## config.mk

```make
export PLATFORM = sky130hd
export DESIGN_NAME = serial_adder
export DESIGN_NICKNAME = d
export VERILOG_FILES = /design/src/rtl/serial_adder_pkg.sv /design/src/rtl/serial_adder_digit_adder.sv /design/src/rtl/serial_adder.sv
export SDC_FILE = /design/constraint.sdc
export NUM_CORES = 1
export LEC_CHECK = 0
export ABC_AREA = 1
export CORE_UTILIZATION = 46
export DETAILED_ROUTE_END_ITERATION = 16
export PLACE_DENSITY = 0.87
export RECOVER_POWER = 25
export SYNTH_ARGS = -nofsm -noshare
export SYNTH_HDL_FRONTEND = slang
export SYNTH_SLANG_ARGS = --single-unit
```

## constraint.sdc

```tcl
create_clock -name clk -period 1.09 [get_ports clk]
set_input_delay 0.1635 -clock clk [delete_from_list [all_inputs] [get_ports clk]]
set_output_delay 0.1635 -clock clk [all_outputs]
set_load 0.05 [all_outputs]
```

## src/rtl/serial_adder_pkg.sv

```systemverilog
// Shared encodings and sizing helpers for the serial adder/subtractor.
package serial_adder_pkg;

  typedef enum logic [1:0] {
    ST_IDLE = 2'd0,
    ST_RUN  = 2'd1
  } state_t;

  // Number of digit steps needed to cover a full operand.
  function automatic int num_steps(input int width, input int digit);
    return width / digit;
  endfunction

  // Step-counter width; never narrower than one bit.
  function automatic int step_width(input int steps);
    return (steps <= 1) ? 1 : $clog2(steps);
  endfunction

endpackage

```

## src/rtl/serial_adder_digit_adder.sv

```systemverilog
// Combinational DIGIT-bit ripple adder; also exposes the carry into its top bit
// so the caller can derive two's-complement overflow on the final digit.
module digit_adder #(
  parameter int DIGIT = 1
) (
  input  logic [DIGIT-1:0] x,
  input  logic [DIGIT-1:0] y,
  input  logic             cin,
  output logic [DIGIT-1:0] s,
  output logic             cout,
  output logic             c_msb_in
);

  logic [DIGIT:0] c;

  assign c[0] = cin;

  // Ripple of full-adder equations, one per bit.
  for (genvar i = 0; i < DIGIT; i++) begin : g_fa
    assign s[i]   = x[i] ^ y[i] ^ c[i];
    assign c[i+1] = (x[i] & y[i]) | (x[i] & c[i]) | (y[i] & c[i]);
  end

  assign cout     = c[DIGIT];
  assign c_msb_in = c[DIGIT-1];

endmodule

```

## src/rtl/serial_adder.sv

```systemverilog
// Multi-cycle adder/subtractor: WIDTH-bit operands processed DIGIT bits per
// clock, LSB digit first, framed by a start/busy/done handshake.
module serial_adder
  import serial_adder_pkg::*;
#(
  parameter int WIDTH = 8,
  parameter int DIGIT = 1
) (
  input  logic             clk,
  input  logic             rst,
  input  logic             start,
  input  logic             sub,
  input  logic [WIDTH-1:0] a,
  input  logic [WIDTH-1:0] b,
  input  logic             c_in,
  output logic             busy,
  output logic             done,
  output logic [WIDTH-1:0] sum,
  output logic             carry,
  output logic             overflow
);

  localparam int NUM_STEPS = num_steps(WIDTH, DIGIT);
  localparam int STEP_W    = step_width(NUM_STEPS);
  localparam logic [STEP_W-1:0] LAST_STEP = STEP_W'(NUM_STEPS - 1);

  state_t            state, state_next;
  logic [STEP_W-1:0] cnt;
  logic [WIDTH-1:0]  a_sh, b_sh, res_sh, res_next;
  logic              cy;
  logic              load, step, last;

  logic [DIGIT-1:0]  d_s;
  logic              d_cout, d_cmsb;

  digit_adder #(.DIGIT(DIGIT)) u_digit (
    .x        (a_sh[DIGIT-1:0]),
    .y        (b_sh[DIGIT-1:0]),
    .cin      (cy),
    .s        (d_s),
    .cout     (d_cout),
    .c_msb_in (d_cmsb)
  );

  // New digit enters the result register from the top; oldest bits drop off.
  assign res_next = WIDTH'({d_s, res_sh} >> DIGIT);

  // Next-state and control decode.
  always_comb begin
    // NOTE: every output of this block gets a default first so no path leaves
    // a signal unassigned, which would otherwise infer a latch.
    state_next = state;
    load       = 1'b0;
    step       = 1'b0;
    last       = 1'b0;
    case (state)
      ST_IDLE: begin
        if (start) begin
          load       = 1'b1;
          state_next = ST_RUN;
        end
      end
      ST_RUN: begin
        step = 1'b1;
        if (cnt == LAST_STEP) begin
          last       = 1'b1;
          state_next = ST_IDLE;
        end
      end
      default: state_next = ST_IDLE;
    endcase
  end

  // State register.
  always_ff @(posedge clk) begin
    // NOTE: sequential state uses non-blocking assignments so every register
    // samples pre-edge values regardless of statement order.
    if (rst) state <= ST_IDLE;
    else     state <= state_next;
  end

  // Operand capture, digit stepping and result/flag registers.
  always_ff @(posedge clk) begin
    if (rst) begin
      cnt      <= '0;
      a_sh     <= '0;
      b_sh     <= '0;
      res_sh   <= '0;
      cy       <= 1'b0;
      busy     <= 1'b0;
      done     <= 1'b0;
      sum      <= '0;
      carry    <= 1'b0;
      overflow <= 1'b0;
    end else begin
      done <= last;
      if (load) begin
        a_sh <= a;
        b_sh <= sub ? ~b : b;
        cy   <= sub ? 1'b1 : c_in;
        cnt  <= '0;
        busy <= 1'b1;
      end else if (step) begin
        a_sh   <= a_sh >> DIGIT;
        b_sh   <= b_sh >> DIGIT;
        res_sh <= res_next;
        cy     <= d_cout;
        cnt    <= cnt + STEP_W'(1);
        if (last) begin
          sum      <= res_next;
          carry    <= d_cout;
          overflow <= d_cmsb ^ d_cout;
          busy     <= 1'b0;
        end
      end
    end
  end

endmodule
```

---- After elaboration in Yosys (flattened, before gate mapping) ----
Cells that the tools add are included.
storage, ports and cells
  flip-flop bits (word level) ............. 42
  logic and storage cells ................. 53
  input port bits ......................... 21
cells by class
  mux-type cells .......................... 19
  eq/ne operators ......................... 4
  bitwise operators ....................... 10
  add/subtract/negate cells ............... 1
  reductions and logical operators ........ 8
operators by type and width
  kind                 number
  $mux 8               5
  $mux 1               11
  $not 8->8            1
  $reduce_and 2->1     3
  $mux 2               2
  $ne 2x2->1 const B   2
  $pmux 2 s2           1
  $reduce_bool 2->1    2
  $add 3x1->3 const B  1
  $and 1x1->1          3
  $eq 3x3->1 const B   1
  $reduce_and 3->1     1
  $xor 1x1->1          3
  $eq 2x1->1 const B   1
  $logic_not 2->1      1
  $or 1x1->1           2
  $reduce_or 2->1      1
  $not 1->1            1

---- Depth between registers and ports, before layout ----
Gate-level depths: netlist of run 1.
  word-level depth ........................ 6
  gate-level depth with buffers ........... 7
  mapped depth without buffers ............ 6

---- Modules after synthesis ----
Synthesis of run 1 repeated with hierarchy kept, for this count alone.
unflattened totals
  cells, all modules ...................... 247
  area, all modules ....................... 1756.7 um2
modules (own cells, without submodules)
  module        area each (um2)  sequential area each (um2)  times used  cells an instance
  serial_adder  1729.2           800.8                       1           245
  digit_adder   27.5             0.0                         1           2

---- Least setup slack after synthesis of run 1 ----
No wires, ideal clock.
  kind .................................... reg2reg
  start point ............................. register cnt[0]
  end point ............................... register sum[3]
  slack ................................... -0.055 ns
  stages on the path, launching flop included .. 7
  required time ........................... 1.021 ns
  arrival time ............................ 1.076 ns
  period minus slack after synthesis ...... 1.145 ns
  cells stage by stage .................... dfxtp_1 -> ha_1 -> ha_1 -> nand2_1 -> buf_2 -> nand3_1 -> o21ai_1
between the ends
  longest elaborated chain between the ends .. 4
RTL lines
  what                        line                 text
  start, declared             serial_adder.sv:28   logic [STEP_W-1:0] cnt;
  start signal, assigned      serial_adder.sv:108  cnt <= cnt + STEP_W'(1);
  $eq 3x3->1                  serial_adder.sv:65   if (cnt == LAST_STEP) begin
  $mux 1                      serial_adder.sv:65
  $mux 1                      serial_adder.sv:56   case (state)
  $reduce_and 3->1 (no line)  n/a
  end signal, assigned        serial_adder.sv:110  sum <= res_next;
  end, declared               serial_adder.sv:18   output logic [WIDTH-1:0] sum,
Every way passes these cells.
A chain may end at the register's enable or synchronous reset.

---- Worst setup path after layout of run 1 ----
  start point ............................. register state[0]
  end point ............................... register cnt[0]
between the ends
  longest elaborated chain between the ends .. 3
  elaborated cells between the ends (all ways) .. 5
RTL lines
  what                       line                text
  start, declared            serial_adder.sv:27  state_t state, state_next;
  start signal, assigned     serial_adder.sv:79  else state <= state_next;
  $logic_not 2->1            serial_adder.sv:56
  $mux 1                     serial_adder.sv:56
  $reduce_or 2->1 (no line)  n/a
Parallel ways exist; a longest one is shown, timed or not.

==> reports/metrics.csv, run 1 <==
stage;metric;value;unit
timing;fin_crit;1.21;ns
worst_setup_path;endpoint_kind;flop;
timing;setup_viol;33;
placement;pre_cts_ws;-0.194;ns
layout;diodes;0;
power;combPwrFrac;18.1;%
drt;via_count;1982;
synth;ys_ff_latch;40;
drt;drtPass1Iterations;6;
power;power_leakage;1.32;nW
run;cap_violations;0;
layout;fillCellCount;183;
worst_setup_path;reg2reg_depth;3;
synth;yosysWarnings;0;
worst_setup_path;timing.rr.end;cnt[0]$_SDFFE_PP0P_;
power;p_clk_share;35.9;%
synth;synth.distinct_cells;17;
clocking;cts_sinks;40;
layout;area_delta_synth_final;59.5;%
placement;place_area;2290;um2
worst_setup_path;endpoint;cnt[0]$_SDFFE_PP0P_;
placement;io_buffers;32;
drt;drtAntennaViolNets;0;
global_route;grtUsageTotal;24.3;%
placement;place_congestion;0.756;
worst_setup_path;reg2reg_from;state[0]$_SDFFE_PP0P_;
run_status;status;complete, but fails checks;
synth;ys_seq_area_share;46.2;%
worst_setup_path;crit_required;1.27;ns
timing;fin_crit_sh;111;%
floorplanning;initial_core_util;49.9;%
clocking;htreeDepth;2;
floorplanning;core_region_area;3470;um2
timing;max_freq;0.824;GHz
drt;drt_iter0_drc;275;
layout;final_common_cell;nand2_1;
power;swShare;27.4;%
floorplanning;die-area;4010;um2
power;seq_power_share;45.9;%
timing;skew;0.0146;ns
synth;syn_nets;267;
clocking;clkTransAtPathRegs;0.09;ns
timing;rsz0062_at_grt;true;
timing;slew_violations;0;
clocking;cts_tree;yes;
timing;setup_ws;-0.123;ns
clocking;clock_latency;0.31;ns
clocking;cts_buffer_depth;2;
synth;syn_area;1730;um2
drt;routed_wl;6550;um
global_route;grt_max_degree;19;
drt;avgViaCountPerCell;5.70;
power;net-switching-power;0.950;mW
clocking;numCtsBuffers;5;
timing;hold_slack;0.445;ns
timing;hold_violations;0;
floorplanning;io_pins;33;
synth;synth_area_per_cell;7.13;um2
worst_setup_path;worstPathMaxFanout;7;
timing;tightest_slew;0.527;ns
worst_setup_path;rrSetupSlack;-0.12;ns
global_route;overflow;0;
worst_setup_path;worstSetupStartpointType;flop;
floorplanning;die_h;63.4;um
worst_setup_path;startpoint;state[0]$_SDFFE_PP0P_;
placement;hpwl;2780;um
floorplanning;chipWidth;63.4;um
timing;slew_headroom;64.5;%
power;power;3.46;mW
layout;design_area;2760;um2
worst_setup_path;crit_type;reg -> reg;
power;p_int;2.51;mW
global_route;antenna_found_initial;0;
layout;final_cell_mix;nand2_1 (64), dfxtp_1 (34), inv_1 (26);
synth;synthCells;243;
global_route;grt_pass1_wl;7460;um
worst_hold_path;holdCritPathClass;in -> reg;
drt;drc_errors;0;
drt;wire_per_inst;18.8;um
run_status;violations;setup timing;
power;ir_drop;592;uV
floorplanning;row_count;21;
worst_setup_path;crit_arrival;1.39;ns
global_route;grt_pass1_vias;1659;
layout;nets;325;
power;powerDensity;1250;nW/um2
layout;drive_gt1_share;31.5;%
clocking;cts-root-buf;clkbuf_8;
## power by group through the flow
stage	clock network (mW)	registers [mW]	logic, mW
2_1_floorplan	0	1.60	0.235
3_3_place_gp	0	1.60	0.409
3_5_place_dp	0	1.60	0.421
4_1_cts	1.18	1.57	0.438
5_1_grt	1.29	1.59	0.667
6_report	1.24	1.59	0.629
## cell families (layout without fill, tap and decap cells)
family          after synthesis  count (layout)  synth area share, %
simple gates                109             110                 26.3
buf+inv                      48             106                 12.0
compound gates               41              41                 11.8
flops                        40              40                 46.2
fa+ha+maj                     3               3                 2.60
xor+xnor                      2               2                 1.01
## synthesized netlist by cell type
master     n  area, um2
o21ai_0   11       55.1
o21ai_1    5       25.0
inv_2      2       7.51
a21oi_1   25        125
ha_1       2       25.0
nand3_2    1       10.0
nand3_1   26        130
buf_4      5       37.5
nor2_4     1       11.3
fa_1       1       20.0
buf_2      7       35.0
xnor2_1    2       17.5
inv_1     28        105
dfxtp_1   40        801
nor2_1     5       18.8
nand2_1   76        285
clkinv_1   6       22.5
## state kept, by name, summed over array words and instances, names as in the netlist
| register | flops |
|---|---|
| a_sh | 8 |
| b_sh | 8 |
| busy | 1 |
| carry | 1 |
| cnt | 3 |
| cy | 1 |
| done | 1 |
| overflow | 1 |
| res_sh | 7 |
| state | 1 |
| sum | 8 |
## cell type report
cell class / count / area [um2] / share of cell area, %
inverter: 36 / 138 / 4.98
timing repair buffer: 62 / 717 / 26.0
clock buffer: 6 / 72.6 / 2.63
tap: 46 / 57.6 / 2.08
sequential: 40 / 811 / 29.3
multi-input combinational: 156 / 932 / 33.7
clock inverter: 2 / 35.0 / 1.27
## worst max-delay path, stage by stage, from the launching register on
cell     delay [ns]
dfxtp_4        0.37
buf_12         0.14
o21ai_0        0.44
nor2_1         0.13
## stage by stage
| step | setup TNS (ns) | utilization, % | cells |
|---|---|---|---|
| floorplan | 0 | - | 243 |
| finish | -2.25 | 79.7 | 348 |
| global placement | -4.54 | 66.1 | 323 |
| global route | -3.00 | 79.7 | 348 |
| CTS | -0.0446 | 70.6 | 331 |
| detailed placement | -5.97 | 66.1 | 323 |
## worst min-delay path by stage
stage                           start                   end  slack (ns)  cells past startpoint
2_1_floorplan                    a[7]  a_sh[7]$_SDFFE_PP0P_        0.31                      2
3_3_place_gp   res_sh[1]$_SDFFE_PP0P_   sum[0]$_SDFFE_PP0P_        0.43                      2
3_5_place_dp     b_sh[7]$_SDFFE_PP0P_  b_sh[7]$_SDFFE_PP0P_        0.46                      2
4_1_cts                          a[7]  a_sh[7]$_SDFFE_PP0P_        0.45                      3
5_1_grt                          a[7]  a_sh[7]$_SDFFE_PP0P_        0.47                      3
6_report                         a[7]  a_sh[7]$_SDFFE_PP0P_        0.45                      3
## per-layer routing
metal | routed length (um) | global-route usage (%) | vias to the layer above
li1 | - | - | 878
met1 | 2500 | 26.4 | 921
met5 | 0 | 0 | -
met3 | 569 | 5.80 | 28
met4 | 286 | 14.2 | 0
met2 | 3200 | 42.6 | 155
## repair_timing
item,in CTS,in global routing
pin swaps,6,8
hold buffers,0,0
setup buffers,0,13
resized for setup,14,48
cloned,0,4
endpoints found under the setup margin,18,30
Note: power is estimated with default switching activity, not from simulation.
==> run 2, diff against run 1 <==
--- a/config.mk
+++ b/config.mk
@@ -12,4 +12,5 @@
 export RECOVER_POWER = 25
 export SYNTH_ARGS = -nofsm -noshare
 export SYNTH_HDL_FRONTEND = slang
+export SYNTH_HIERARCHICAL = 1
 export SYNTH_SLANG_ARGS = --single-unit
==> run 2 against run 1 <==
  * The flow still finishes with violations (setup timing)
  * Critical endpoint is now cy$_SDFFE_PP0P_
  * Critical path type unchanged
  * Die area grew 1.4%
  * Clock power down 25%
  * Highest routed layer unchanged
  * Clock skew shrank 0.0046 ns
==> reports/metrics.csv, run 2 <==
stage;metric;value;unit;change
run_status;status;complete, but fails checks;;
run_status;violations;setup timing;;
global_route;grt_pass1_wl;6350;um;-15%
synth;synthTopCellsByCount;nand2_1 (84), dfxtp_1 (40), inv_1 (26);;
drt;wire_per_inst;12.9;um;-31%
layout;drive_gt1_share;30.5;%;-0.92 points
timing;slew_headroom;78.8;%;+14 points
synth;yosys-top-cells-area;dfxtp_1 (46%), nand2_1 (18%), nand3_1 (7.1%), a21oi_1 (6.0%), inv_1 (5.6%);;
layout;final_common_cell;nand2_1;;
worst_setup_path;worstSetupStartpointType;flop;;
layout;final_cells;346;;-0.57%
run;cap_violations;0;;unchanged
placement;place_congestion;0.799;;+5.7%
synth;syn_area;1760;um2;+1.4%
worst_setup_path;cpMaxStageDelayCell;fa_2;;
timing;setup_viol;23;;-30%
timing;skew;0.0100;ns;-0.00458 ns
placement;hpwl;2610;um;-6.0%
global_route;grtUsageTotal;20.6;%;-3.8 points
floorplanning;initial_core_util;48.0;%;-1.9 points
worst_setup_path;crit_top_cell;a21oi_1;;
layout;design_area;2720;um2;-1.5%
power;ir_drop;723;uV;+22%
timing;hold_violations;0;;unchanged
clocking;htreeDepth;2;;unchanged
power;powerDensity;1130;nW/um2;-9.8%
drt;drt_iter0_drc;79;;-71%
clocking;cts_tree;yes;;
placement;place_area;2330;um2;+1.7%
floorplanning;chipWidth;63.8;um;+0.69%
synth;ys_ff_latch;40;;unchanged
floorplanning;core_region_area;3660;um2;+5.6%
global_route;overflow;0;;unchanged
timing;tightest_slew;0.315;ns;-0.212 ns
layout;nets;322;;-0.92%
synth;async_flop_share;0;%;unchanged
drt;avgViaCountPerCell;4.90;;-14%
clocking;clkTransAtPathRegs;0.07;ns;-0.02 ns
timing;hold_slack;0.364;ns;-0.0809 ns
placement;io_buffers;32;;unchanged
synth;syn_nets;271;;+1.5%
synth;synth.most_common_cell;nand2_1;;
synth;synthCells;247;;+1.6%
drt;drtPass1Iterations;4;;-2
synth;yosysWarnings;6;;+6
layout;final_cell_mix;nand2_1 (70), dfxtp_1 (34), inv_1 (25);;
worst_setup_path;worstPathMaxFanout;3;;-4
synth;synth_area_per_cell;7.11;um2;-0.20%
floorplanning;io_pins;33;;unchanged
drt;drc_errors;0;;unchanged
worst_setup_path;cp_cell_sequence;fa_2 > nand2_1 > inv_1 > a21oi_1 > a21oi_1;;
worst_setup_path;crit_type;reg -> reg;;
timing;setup_ws;-0.0918;ns;+0.0311 ns
timing;max_freq;0.846;GHz;+2.6%
timing;fin_crit;1.18;ns;-0.0311 ns
worst_setup_path;crit_required;1.27;ns;about the same
placement;placed_cells;332;;+2.8%
clocking;cts-root-buf;clkbuf_8;;
worst_setup_path;crit_arrival;1.36;ns;-0.03 ns
timing;fin_crit_sh;108;%;-2.9 points
worst_setup_path;critical_path.top_delay_family;adder cells;;
worst_setup_path;max_stage_delay;0.42;ns;-0.02 ns
floorplanning;die_h;63.8;um;+0.69%
layout;largestRegisters;a_sh: 8 flops, b_sh: 8 flops, sum: 8 flops;;
clocking;cts_buffer_depth;2;;unchanged
synth;synth_top_flop_cell;dfxtp_1;;
synth;synth_edf_count;0;;unchanged
clocking;clock_latency;0.30;ns;about the same
synth;ys_seq_area_share;45.6;%;-0.66 points
power;power_leakage;1.36;nW;+3.0%
drt;via_count;1695;;-14%
global_route;antenna_found_initial;0;;unchanged
clocking;ctsHoldBuffers;0;;unchanged
worst_setup_path;critPathBufInv;1;;unchanged
synth;synth.distinct_cells;20;;+3
clocking;numCtsBuffers;5;;unchanged
synth;synth.largest_area_cell;dfxtp_1;;
clocking;cts_sinks;40;;unchanged
drt;drtAntennaViolNets;0;;unchanged
drt;routed_wl;4460;um;-32%
layout;area_delta_synth_final;54.8;%;
global_route;grt_max_degree;19;;unchanged
global_route;grt_pass1_vias;1595;;-3.9%
power;power;3.08;mW;-11%
timing;timing.setup.tns;-0.872;ns;+1.37 ns
floorplanning;die-area;4070;um2;+1.4%
synth;netlist.area_leader.share;45.6;%;-0.66 points
worst_hold_path;holdCritPathClass;in -> reg;;
layout;diodes;0;;unchanged
worst_setup_path;endpoint_kind;flop;;
floorplanning;row_count;22;;+4.8%
timing;slew_violations;0;;unchanged
timing;rsz0062_at_grt;true;;
run 2: cell types whose count changed in the layout (fill, tap and decap cells not counted), moves of 3 or more:
| cell | before | now |
|---|---|---|
| nor2_1 | 4 | 16 |
| a21oi_1 | 22 | 11 |
| buf_4 | 22 | 14 |
| a21oi_2 | 3 | 9 |
| nand2_1 | 64 | 70 |
| clkinv_1 | 5 | 0 |
| o21ai_1 | 6 | 1 |
| buf_12 | 11 | 14 |
run 2: where the power goes:
group | internal, mW | switching (mW) | total (mW)
clock network | 0.435 | 0.497 | 0.932
registers | 1.53 | 0.0627 | 1.59
logic | 0.279 | 0.271 | 0.550
total | 2.24 | 0.831 | 3.08
run 2: layout make-up:
class | count | area (um2)
flip-flops and latches | 40 | 811
fillers | 241 | 941
clock inverters | 1 | 5.00
well taps | 48 | 60.1
repair inverters | 1 | 6.26
multi-input cells | 165 | 953
repair buffers | 56 | 696
inverters | 29 | 116
clock buffers | 6 | 72.6
run 2: metal layers:
metal,part of all wire [%],GRT usage [%],vias up
li1,-,-,870
met1,37,19.8,770
met2,56,37.5,43
met3,3.7,4.64,12
met4,2.8,15.9,0
met5,0,0,-
run 2: final timing paths:
check / slack [ns] / startpoint / end / cells past startpoint
setup / recovery: -0.09 / cy$_SDFFE_PP0P_ / cy$_SDFFE_PP0P_ / 5
setup reg to reg: -0.09 / cy$_SDFFE_PP0P_ / cy$_SDFFE_PP0P_ / 5
hold reg to reg: 0.46 / res_sh[6]$_SDFFE_PP0P_ / sum[5]$_SDFFE_PP0P_ / 2
hold / removal: 0.36 / start / b_sh[0]$_SDFFE_PP0P_ / 5
run 2: cell families after synthesis:
logic type | after synthesis | share of synthesized area, %
XOR/XNOR | 2 | 0.997
flip-flops | 40 | 45.6
AND/OR/NAND/NOR | 128 | 30.3
AO/OA/AOI/OAI | 32 | 9.12
buffers and inverters | 42 | 11.4
adder cells (fa/ha/maj) | 3 | 2.56
run 2: through the flow:
step	setup slack (ns)	util, %
floorplan	-0.00633	-
global placement	-0.241	63.7
detailed placement	-0.271	63.7
CTS	-0.0732	67.4
global route	-0.142	74.3
finish	-0.0918	74.3
run 2: worst register-to-register path, delay by kind of cell (launching register included):
kind | cells | cell delay (ns)
compound gates | 2 | 0.21
simple gates | 1 | 0.07
fa+ha+maj | 1 | 0.42
buf+inv | 1 | 0.03
flops | 1 | 0.33
run 2: repair_timing:
action | 4_1_cts | 5_1_grt
endpoints found under the hold margin | 0 | 0
pin swaps | 3 | 13
buffers inserted | 0 | 4
endpoints found under the setup margin | 17 | 30
cloned | 1 | 2
gates resized for setup | 13 | 49
==> run 3, diff against run 2 <==
--- a/config.mk
+++ b/config.mk
@@ -6,6 +6,7 @@
 export NUM_CORES = 1
 export LEC_CHECK = 0
 export ABC_AREA = 1
+export CAP_MARGIN = 20
 export CORE_UTILIZATION = 46
 export DETAILED_ROUTE_END_ITERATION = 16
 export PLACE_DENSITY = 0.87
==> results of run 3 <==
No change in the layout: final DEF, timing and power equal those of run 2.
